$ cat src/rtl/lcd_init_mux.sv
`default_nettype none
// ============================================================================
// Module   : lcd_init_mux
// Purpose  : HD44780 power-up/init sequencer, character pass-through and
//            automatic line-wrap cursor commands for an 8-bit LCD bus.
// Revision : 1.0 - initial release
// ============================================================================
module lcd_init_mux #(
    parameter int POWERUP_CYC = 20,
    parameter int WAIT_CYC    = 2,
    parameter int LINE_LEN    = 16
) (
    input  logic       clk_1024,
    input  logic       reset,
    input  logic [7:0] in_data,
    input  logic       in_e,
    input  logic       in_rw,
    input  logic       in_rs,
    output logic [7:0] lcd_data,
    output logic       lcd_e,
    output logic       lcd_rw,
    output logic       lcd_rs,
    output logic       busy,
    output logic       overrun,
    output logic [4:0] char_pos
);

    localparam int CNT_MAX = (POWERUP_CYC > WAIT_CYC) ? POWERUP_CYC : WAIT_CYC;
    localparam int CNT_W   = $clog2(CNT_MAX + 1);

    localparam logic [CNT_W-1:0] c_pwr_last  = CNT_W'(POWERUP_CYC - 1);
    localparam logic [CNT_W-1:0] c_wait_last = CNT_W'(WAIT_CYC - 1);
    localparam logic [5:0]       c_line1_end = 6'(LINE_LEN);
    localparam logic [5:0]       c_line2_end = 6'(2 * LINE_LEN);
    localparam logic [7:0]       c_cmd_line1 = 8'h80;
    localparam logic [7:0]       c_cmd_line2 = 8'hC0;

    typedef enum logic [1:0] {
        S_PWRUP = 2'd0,
        S_CMD   = 2'd1,
        S_WAIT  = 2'd2,
        S_PASS  = 2'd3
    } state_t;

    state_t             state_q,    state_d;
    logic [1:0]         phase_q,    phase_d;
    logic [CNT_W-1:0]   cnt_q,      cnt_d;
    logic [1:0]         idx_q,      idx_d;
    logic               init_q,     init_d;
    logic [7:0]         cmd_q,      cmd_d;
    logic [7:0]         lcd_data_q, lcd_data_d;
    logic               lcd_e_q,    lcd_e_d;
    logic               lcd_rw_q,   lcd_rw_d;
    logic               lcd_rs_q,   lcd_rs_d;
    logic               busy_q,     busy_d;
    logic               overrun_q,  overrun_d;
    logic [4:0]         char_pos_q, char_pos_d;
    logic               in_e_d_q,   in_e_d_d;

    logic [5:0]         pos_inc;
    logic               start_cmd;
    logic [7:0]         next_cmd;

    function automatic logic [7:0] init_cmd(input logic [1:0] idx);
        case (idx)
            2'd0:    init_cmd = 8'h38;
            2'd1:    init_cmd = 8'h0C;
            2'd2:    init_cmd = 8'h01;
            default: init_cmd = 8'h06;
        endcase
    endfunction

    always_ff @(posedge clk_1024) begin
        if (reset) begin
            state_q    <= S_PWRUP;
            phase_q    <= 2'd0;
            cnt_q      <= '0;
            idx_q      <= 2'd0;
            init_q     <= 1'b1;
            cmd_q      <= 8'h00;
            lcd_data_q <= 8'h00;
            lcd_e_q    <= 1'b0;
            lcd_rw_q   <= 1'b0;
            lcd_rs_q   <= 1'b0;
            busy_q     <= 1'b1;
            overrun_q  <= 1'b0;
            char_pos_q <= 5'd0;
            in_e_d_q   <= 1'b0;
        end else begin
            state_q    <= state_d;
            phase_q    <= phase_d;
            cnt_q      <= cnt_d;
            idx_q      <= idx_d;
            init_q     <= init_d;
            cmd_q      <= cmd_d;
            lcd_data_q <= lcd_data_d;
            lcd_e_q    <= lcd_e_d;
            lcd_rw_q   <= lcd_rw_d;
            lcd_rs_q   <= lcd_rs_d;
            busy_q     <= busy_d;
            overrun_q  <= overrun_d;
            char_pos_q <= char_pos_d;
            in_e_d_q   <= in_e_d_d;
        end
    end

    always_comb begin
        state_d    = state_q;
        phase_d    = phase_q;
        cnt_d      = cnt_q;
        idx_d      = idx_q;
        init_d     = init_q;
        cmd_d      = cmd_q;
        lcd_data_d = lcd_data_q;
        lcd_e_d    = lcd_e_q;
        lcd_rw_d   = lcd_rw_q;
        lcd_rs_d   = lcd_rs_q;
        busy_d     = busy_q;
        char_pos_d = char_pos_q;
        in_e_d_d   = in_e;
        overrun_d  = overrun_q | ((state_q != S_PASS) & in_e & ~in_e_d_q);
        pos_inc    = {1'b0, char_pos_q} + 6'd1;
        start_cmd  = 1'b0;
        next_cmd   = cmd_q;

        case (state_q)
            S_PWRUP: begin
                if (cnt_q == c_pwr_last) begin
                    start_cmd = 1'b1;
                    next_cmd  = init_cmd(2'd0);
                    idx_d     = 2'd0;
                    init_d    = 1'b1;
                end else begin
                    cnt_d = cnt_q + CNT_W'(1);
                end
            end
            S_CMD: begin
                phase_d = phase_q + 2'd1;
                lcd_e_d = (phase_q == 2'd0) || (phase_q == 2'd1);
                if (phase_q == 2'd3) begin
                    state_d = S_WAIT;
                    cnt_d   = '0;
                end
            end
            S_WAIT: begin
                if (cnt_q == c_wait_last) begin
                    if (init_q && (idx_q != 2'd3)) begin
                        start_cmd = 1'b1;
                        idx_d     = idx_q + 2'd1;
                        next_cmd  = init_cmd(idx_q + 2'd1);
                    end else begin
                        state_d = S_PASS;
                        init_d  = 1'b0;
                        busy_d  = 1'b0;
                    end
                end else begin
                    cnt_d = cnt_q + CNT_W'(1);
                end
            end
            default: begin
                lcd_data_d = in_data;
                lcd_e_d    = in_e;
                lcd_rw_d   = in_rw;
                lcd_rs_d   = in_rs;
                busy_d     = 1'b0;
                // A data write completes on the falling edge of E as seen at the pins
                if (lcd_e_q && !in_e && in_rs && !in_rw) begin
                    if (pos_inc == c_line1_end) begin
                        char_pos_d = pos_inc[4:0];
                        start_cmd  = 1'b1;
                        next_cmd   = c_cmd_line2;
                    end else if (pos_inc == c_line2_end) begin
                        char_pos_d = 5'd0;
                        start_cmd  = 1'b1;
                        next_cmd   = c_cmd_line1;
                    end else begin
                        char_pos_d = pos_inc[4:0];
                    end
                end
            end
        endcase

        if (start_cmd) begin
            state_d    = S_CMD;
            phase_d    = 2'd0;
            cmd_d      = next_cmd;
            lcd_data_d = next_cmd;
            lcd_e_d    = 1'b0;
            lcd_rw_d   = 1'b0;
            lcd_rs_d   = 1'b0;
            busy_d     = 1'b1;
        end
    end

    assign lcd_data = lcd_data_q;
    assign lcd_e    = lcd_e_q;
    assign lcd_rw   = lcd_rw_q;
    assign lcd_rs   = lcd_rs_q;
    assign busy     = busy_q;
    assign overrun  = overrun_q;
    assign char_pos = char_pos_q;

endmodule
`default_nettype wire

$ cat config.mk
export PLATFORM = sky130hd
export DESIGN_NAME = lcd_init_mux
export DESIGN_NICKNAME = d
export VERILOG_FILES = /design/src/rtl/lcd_init_mux.sv
export SDC_FILE = /design/constraint.sdc
export NUM_CORES = 1
export LEC_CHECK = 0
export ABC_AREA = 1
export BUFFER_PORTS_ARGS = -buffer_cell sky130_fd_sc_hd__buf_4
export CAP_MARGIN = 20
export CORE_ASPECT_RATIO = 1.5
export CORE_MARGIN = 3
export CORE_UTILIZATION = 50
export CTS_BUF_LIST = sky130_fd_sc_hd__clkbuf_8
export DETAILED_ROUTE_END_ITERATION = 8
export PLACE_DENSITY = 0.81
export REMOVE_ABC_BUFFERS = 1
export SYNTH_ARGS = -nofsm -noshare
export SYNTH_HDL_FRONTEND = slang
export SYNTH_SLANG_ARGS = --single-unit
$ cat constraint.sdc
create_clock -name clk_1024 -period 4.74 [get_ports clk_1024]
set_clock_uncertainty 0.15 [all_clocks]
set_input_delay 0.237 -clock clk_1024 [delete_from_list [all_inputs] [get_ports clk_1024]]
set_output_delay 0.237 -clock clk_1024 [all_outputs]
set_load 0.03 [all_outputs]
Word-level counts from Yosys, hierarchy flattened
Cells that the tools add are included.

Input port bits: 13. Bits in registers: 39. Output and inout bits: 18. Word-level logic and storage cells: 111.

Bitwise operators: 6. Muxes and demuxes: 38. Reductions and logical operators: 25. Eq/ne operators: 23. $add $sub $neg: 4.

Operators by type and width (number): 8-bit two-way mux (8); 5-bit two-way mux (5); 8-bit case mux with 3 select lines (1); 4-bit AND reduction (5); 2-bit != test (second input constant) (9); 6-bit case mux with 3 select lines (1); 5-bit case mux with 3 select lines (1); 2-bit two-way mux (6); 1-bit two-way mux (10); 3-bit != test (second input constant) (3); 2-bit case mux with 2 select lines (2); 5-bit by 1-bit adder with 6-bit output (second input constant) (1); 2-bit by 1-bit == test with 1-bit output (second input constant) (3); 2-bit == test (second input constant) (3); 6-bit by 5-bit == test with 1-bit output (second input constant) (1); 6-bit == test (second input constant) (1); 2-bit logical NOT (3); 1-bit case mux with 2 select lines (3); 3-bit nonzero test (2); 2-bit OR reduction (3); 5-bit by 1-bit adder with 5-bit output (second input constant) (1); 5-bit by 1-bit == test with 1-bit output (second input constant) (1); 5-bit == test (second input constant) (1); 2-bit by 1-bit adder with 2-bit output (second input constant) (2); 12 further kinds (20).

Logic depth before layout (Yosys ltp)
Depth after elaboration: 8. Mapped depth: 12. Mapped depth without buffers: 12.

Least setup slack after synthesis
Ideal clock, no wire load.

Path type: flip-flop to flip-flop. Start: reg char_pos_q[1], in the netlist char_pos[1]. End: reg busy_q, in the netlist busy. Required time: 4.474 ns. Path slack: 2.829 ns. Buffers on the path: 0. Library setup time: 0.116 ns. Data arrival time: 1.645 ns. Cell stages (with the launch flop): 13. Clock period less this slack: 1.911 ns. Cells stage by stage: dfxtp_1 ha_1 nand3_1 nand2_1 nand2_1 nand2_1 inv_1 nand2_4 nand3_4 nand2_4 nand2_4 inv_2 nand2_1.

Longest elaborated chain between the ends: 7. Elaborated cells between the ends (all ways): 8. Those cells by class: add/sub: 1; eq/ne: 2; mux: 4; reduce/logical: 1.

RTL lines: start: declaration (line 57) `logic [4:0] char_pos_q, char_pos_d;`; start signal: assignment (line 102) `char_pos_q <= char_pos_d;`; 5-bit by 1-bit adder with 6-bit output (*) (line 122) `pos_inc = {1'b0, char_pos_q} + 6'd1;`; 6-bit == test (line 172) `end else if (pos_inc == c_line2_end) begin`; 1-bit two-way mux (line 172); 1-bit two-way mux (*) (line 168) `if (pos_inc == c_line1_end) begin`; 1-bit two-way mux (*) (line 167) `if (lcd_e_q && !in_e && in_rs && !in_rw) begin`; 1-bit case mux with 3 select lines (*) (line 126) `case (state_q)`; 2-bit OR reduction (no source line) (*); end signal: assignment (line 100) `busy_q <= busy_d;`; end: declaration (line 55) `logic busy_q, busy_d;`.

Every way passes the cells marked *; elsewhere a longest branch is shown, timed or not. A chain may end at the register's enable or synchronous reset.

Worst setup path after layout
Start: reg char_pos_q[0], in the netlist char_pos[0]. End: reg busy_q, in the netlist busy.

The elaborated chain is that of the path after synthesis.

==> impl_summary.md <==
Status
The flow ran to the end, and the final reports show no timing, DRC or antenna violations.

STA
The final-report setup violation count is 0. The final number of max-transition violations is 0. The total count of hold-check failures in the final report is 0.

After routing, the total negative slack on setup checks comes to 0 ps. The transition time at the pin with the least slew margin is 513.3 ps. The worst-case headroom to the max-slew limit is between 60% and 70%.

The share of the clock period used by the worst path is 40.20%. Setup repair after global routing left no endpoint under its margin. The time the final worst path needs with I/O delays and setup is 1906 ps.

The peak clock frequency supported by timing is about 520 MHz.

Logic synthesis
Counting flops and latches in the post-synthesis netlist gives 36. Summing every instance area after synthesis gives 0.001967 sq mm. During synthesis, Yosys emitted a total of 0 warnings. The number of instances in the synthesized netlist is 280. The number of enable-type register cells in the synthesized netlist is 0. The average instance in the mapped netlist occupies about 7 sq um. The count of different cell masters after synthesis is 30.

The fraction of synthesis flops using an asynchronous set or reset pin is 0%. After synthesis, flip-flops and latches occupy 36.64% of the total area. The most used flip-flop cell after synthesis is dfxtp_1.

Place
In this run the tool buffered the top-level ports with 30 buffer cells. The number of placed instances, taps included, is approximately 350. The wire-length estimate of the detail-placed layout is 3.178 mm. Routability-driven placement finished with a final weighted congestion of 0.8114. The cell area after placement is 0.002211 sq mm.

Drt
The violation count after the first detailed-route iteration is 46. After detailed routing, the average wire length per cell comes to between 10 and 15 um. The final wirelength is 4.244 mm. The number of iterations in the first detailed-routing pass is 4.

In this run the remaining antenna-violating nets after routing total 0. Across all layers, the routed design uses 1848 vias. In the routed design, unresolved DRC markers number 0. The via-per-instance ratio is roughly 5.2.

Global route
The total overflow left after global routing is 0. The number of global-route vias before repair is 1743. The number of antenna violations at the first check in global routing is 0.

Global routing used 18.76% of the available tracks across all layers. Entering global routing, the biggest net connects 21 pins. The global-route wire length before repair is 7.210 mm.

Clock network
Hold repair after CTS inserted 0 buffers. The number of clock buffers added by TritonCTS is 5. The clock insertion delay at the later pin of the skew report is 280 ps. After clock tree synthesis, the clock-pin slew on the worst setup and hold paths is roughly 70 ps.

The clock drives 36 sinks. The maximum buffer depth of the clock tree is 2. In this run, post-CTS repair resized a total of 0 instances. The cell sitting at the root of the clock tree is a clkbuf_8. The H-tree was split into 2 levels. TritonCTS built the clock tree. After clock tree synthesis, the setup repair step added 0 buffers.

Floorplan
The horizontal die dimension is between 50 and 60 um. The die boundary height is 82.82 um. The initial standard-cell utilization of the core is between 50% and 60%. The standard-cell row count is 27. In this run the standard cell core region covers 0.003716 sq mm. The number of I/O pins is 31. The die footprint is 0.004738 sq mm.

Final layout
The final instance count without filler cells is between 300 and 400. The fraction of final layout cells with drive strength greater than 1 is 18.01%. The post-layout utilization of the core is 61.58%. The number of antenna diodes is 0. The net total in the final layout is ~330. Compared with the post-synthesis result, the final layout area differs by 16.35%.

After routing the design area is 0.002288 sq mm.

Setup path
The worst path required time is between 4000 and 5000 ps. The data arrival time of the critical path is between 1500 and 2000 ps. The buffering stage count on the worst path with inverters included is 2. The element type at the critical path end is a flop. The kind of cell with the highest combined delay on the critical path is simple AND/OR/NAND/NOR gates.

The most used cell along the critical path is nand2_1. The signal on the critical path passes through ha_1 > nand3_1 > nand2_1 > nand2_1 > nand2_1 > inv_1 > nand2_4 > nand3_4 > nand2_4 > nand2_4 > inv_2 > nand2_1. The critical setup path kind is flop to flop. The largest driver fanout on the critical path is 7.

The largest incremental delay on the critical path is 430 ps. The slowest cell on the critical path is dfxtp_1. The startpoint type of the worst setup path is a flop.

Flow run
The tool flagged a number of max-cap violations equal to 0.

Power
The power per unit of standard cell area is 237.1 mW/mm^2. Across the VDD grid, the largest voltage drop is around 210 uV. The cell leakage power is between 1 and 1.5 nW.

The overall power after layout is ~540 uW.

Hold path
The class of the most critical hold timing path is input port to flop.
==> cells by family after synthesis <==
group	Yosys count	synth area share (%)
compound gates	56	15.59
xor+xnor	2	0.8907
fa+ha+maj	10	6.361
buf+inv	50	10.18
flops	36	36.64
simple gates	126	30.34
==> synth_stat cells, types with 2 or more instances <==
master,n,area [sq um]
nand3_1,8,40.04
inv_1,41,153.9
a31oi_1,2,12.51
inv_2,3,11.26
xor2_1,2,17.52
nand2_4,4,45.04
nor2_4,2,22.52
o21ai_2,4,35.03
a21oi_1,22,110.1
dfxtp_1,36,720.7
nand2_2,2,12.51
nor2_1,21,78.83
nand2_1,72,270.3
nor3_1,2,10.01
nand4_1,8,50.05
nand3_2,2,20.02
ha_1,10,125.1
o21ai_0,24,120.1
clkbuf_1,3,11.26
a211oi_1,2,15.01
==> registers in the layout, summed over array words and instances, names as in the netlist <==
register / cells
busy: 1
char_pos: 5
cmd_q: 5
cnt_q: 5
idx_q: 2
in_e_d_q: 1
init_q: 1
lcd_data: 8
lcd_e: 1
lcd_rs: 1
lcd_rw: 1
overrun: 1
phase_q: 2
state_q: 2
==> cells in the final DEF (no fill, tap or decap) <==
cell type,netlist,routed
nor3_2,1,1
a31oi_1,2,2
nor2_1,21,21
clkinv_2,0,1
nand4_1,8,8
and3_1,1,1
a21oi_1,22,22
o21ai_2,4,4
nand3_4,1,1
inv_1,41,42
clkbuf_8,0,5
a211oi_1,2,2
o21ai_0,24,24
buf_4,1,30
nand2_4,4,4
dfxtp_1,36,36
nand3_1,8,8
xor2_1,2,2
nand2_1,72,72
nor3_1,2,2
o22ai_1,1,1
a22oi_1,1,1
nor2_2,1,1
nor3b_1,1,1
inv_2,3,3
nand3_2,2,2
nor2_4,2,2
nand2_2,2,2
ha_1,10,10
==> cell type report <==
cell class,count,area [sq um]
clock inverters,2,8.758
well taps,43,53.80
flip-flops and latches,36,720.7
fillers,371,1428
repair buffers,30,225.2
inverters,44,165.2
clock buffers,5,68.82
multi-input cells,194,1046
==> final timing paths <==
check	depth (start not counted)	slack, ps	startpoint	end
worst min register to register	2	320	lcd_rs$_SDFFE_PP0P_	lcd_rs$_SDFFE_PP0P_
worst min-delay path	3	60	in_e	in_e_d_q$_SDFF_PP0_
worst max-delay path	12	2830	char_pos[0]$_SDFFE_PP0P_	busy$_SDFFE_PP1P_
worst max register to register	12	2830	char_pos[0]$_SDFFE_PP0P_	busy$_SDFFE_PP1P_
==> stage by stage <==
step / worst slack (ps) / hold slack (ps)
finish: 2834 / 61.92
global route: 2620 / 64.70
CTS: 2816 / 62.02
detailed placement: 2833 / 308.3
global placement: 2918 / 308.1
floorplan: 2806 / 156.1
==> layer usage <==
metal	part of all wire, %	wire length, um	vias to the layer above	track usage (%)
met5	0	0	-	0
met4	1.2	52	0	6.540
met3	4.4	186	6	4.510
met2	53	2256	38	34.86
met1	41	1747	847	19.79
li1	-	-	957	-
==> tightest hold or removal path, cell delays in order <==
cell and delay, ps:
buf_4 80, inv_1 60, nor2_1 80
==> report_power, final <==
group	internal, mW	switching, mW
registers	0.306	0.00300
clock network	0.0977	0.103
logic	0.0140	0.0190
total	0.417	0.125
Note: power is estimated with default switching activity, not from simulation.
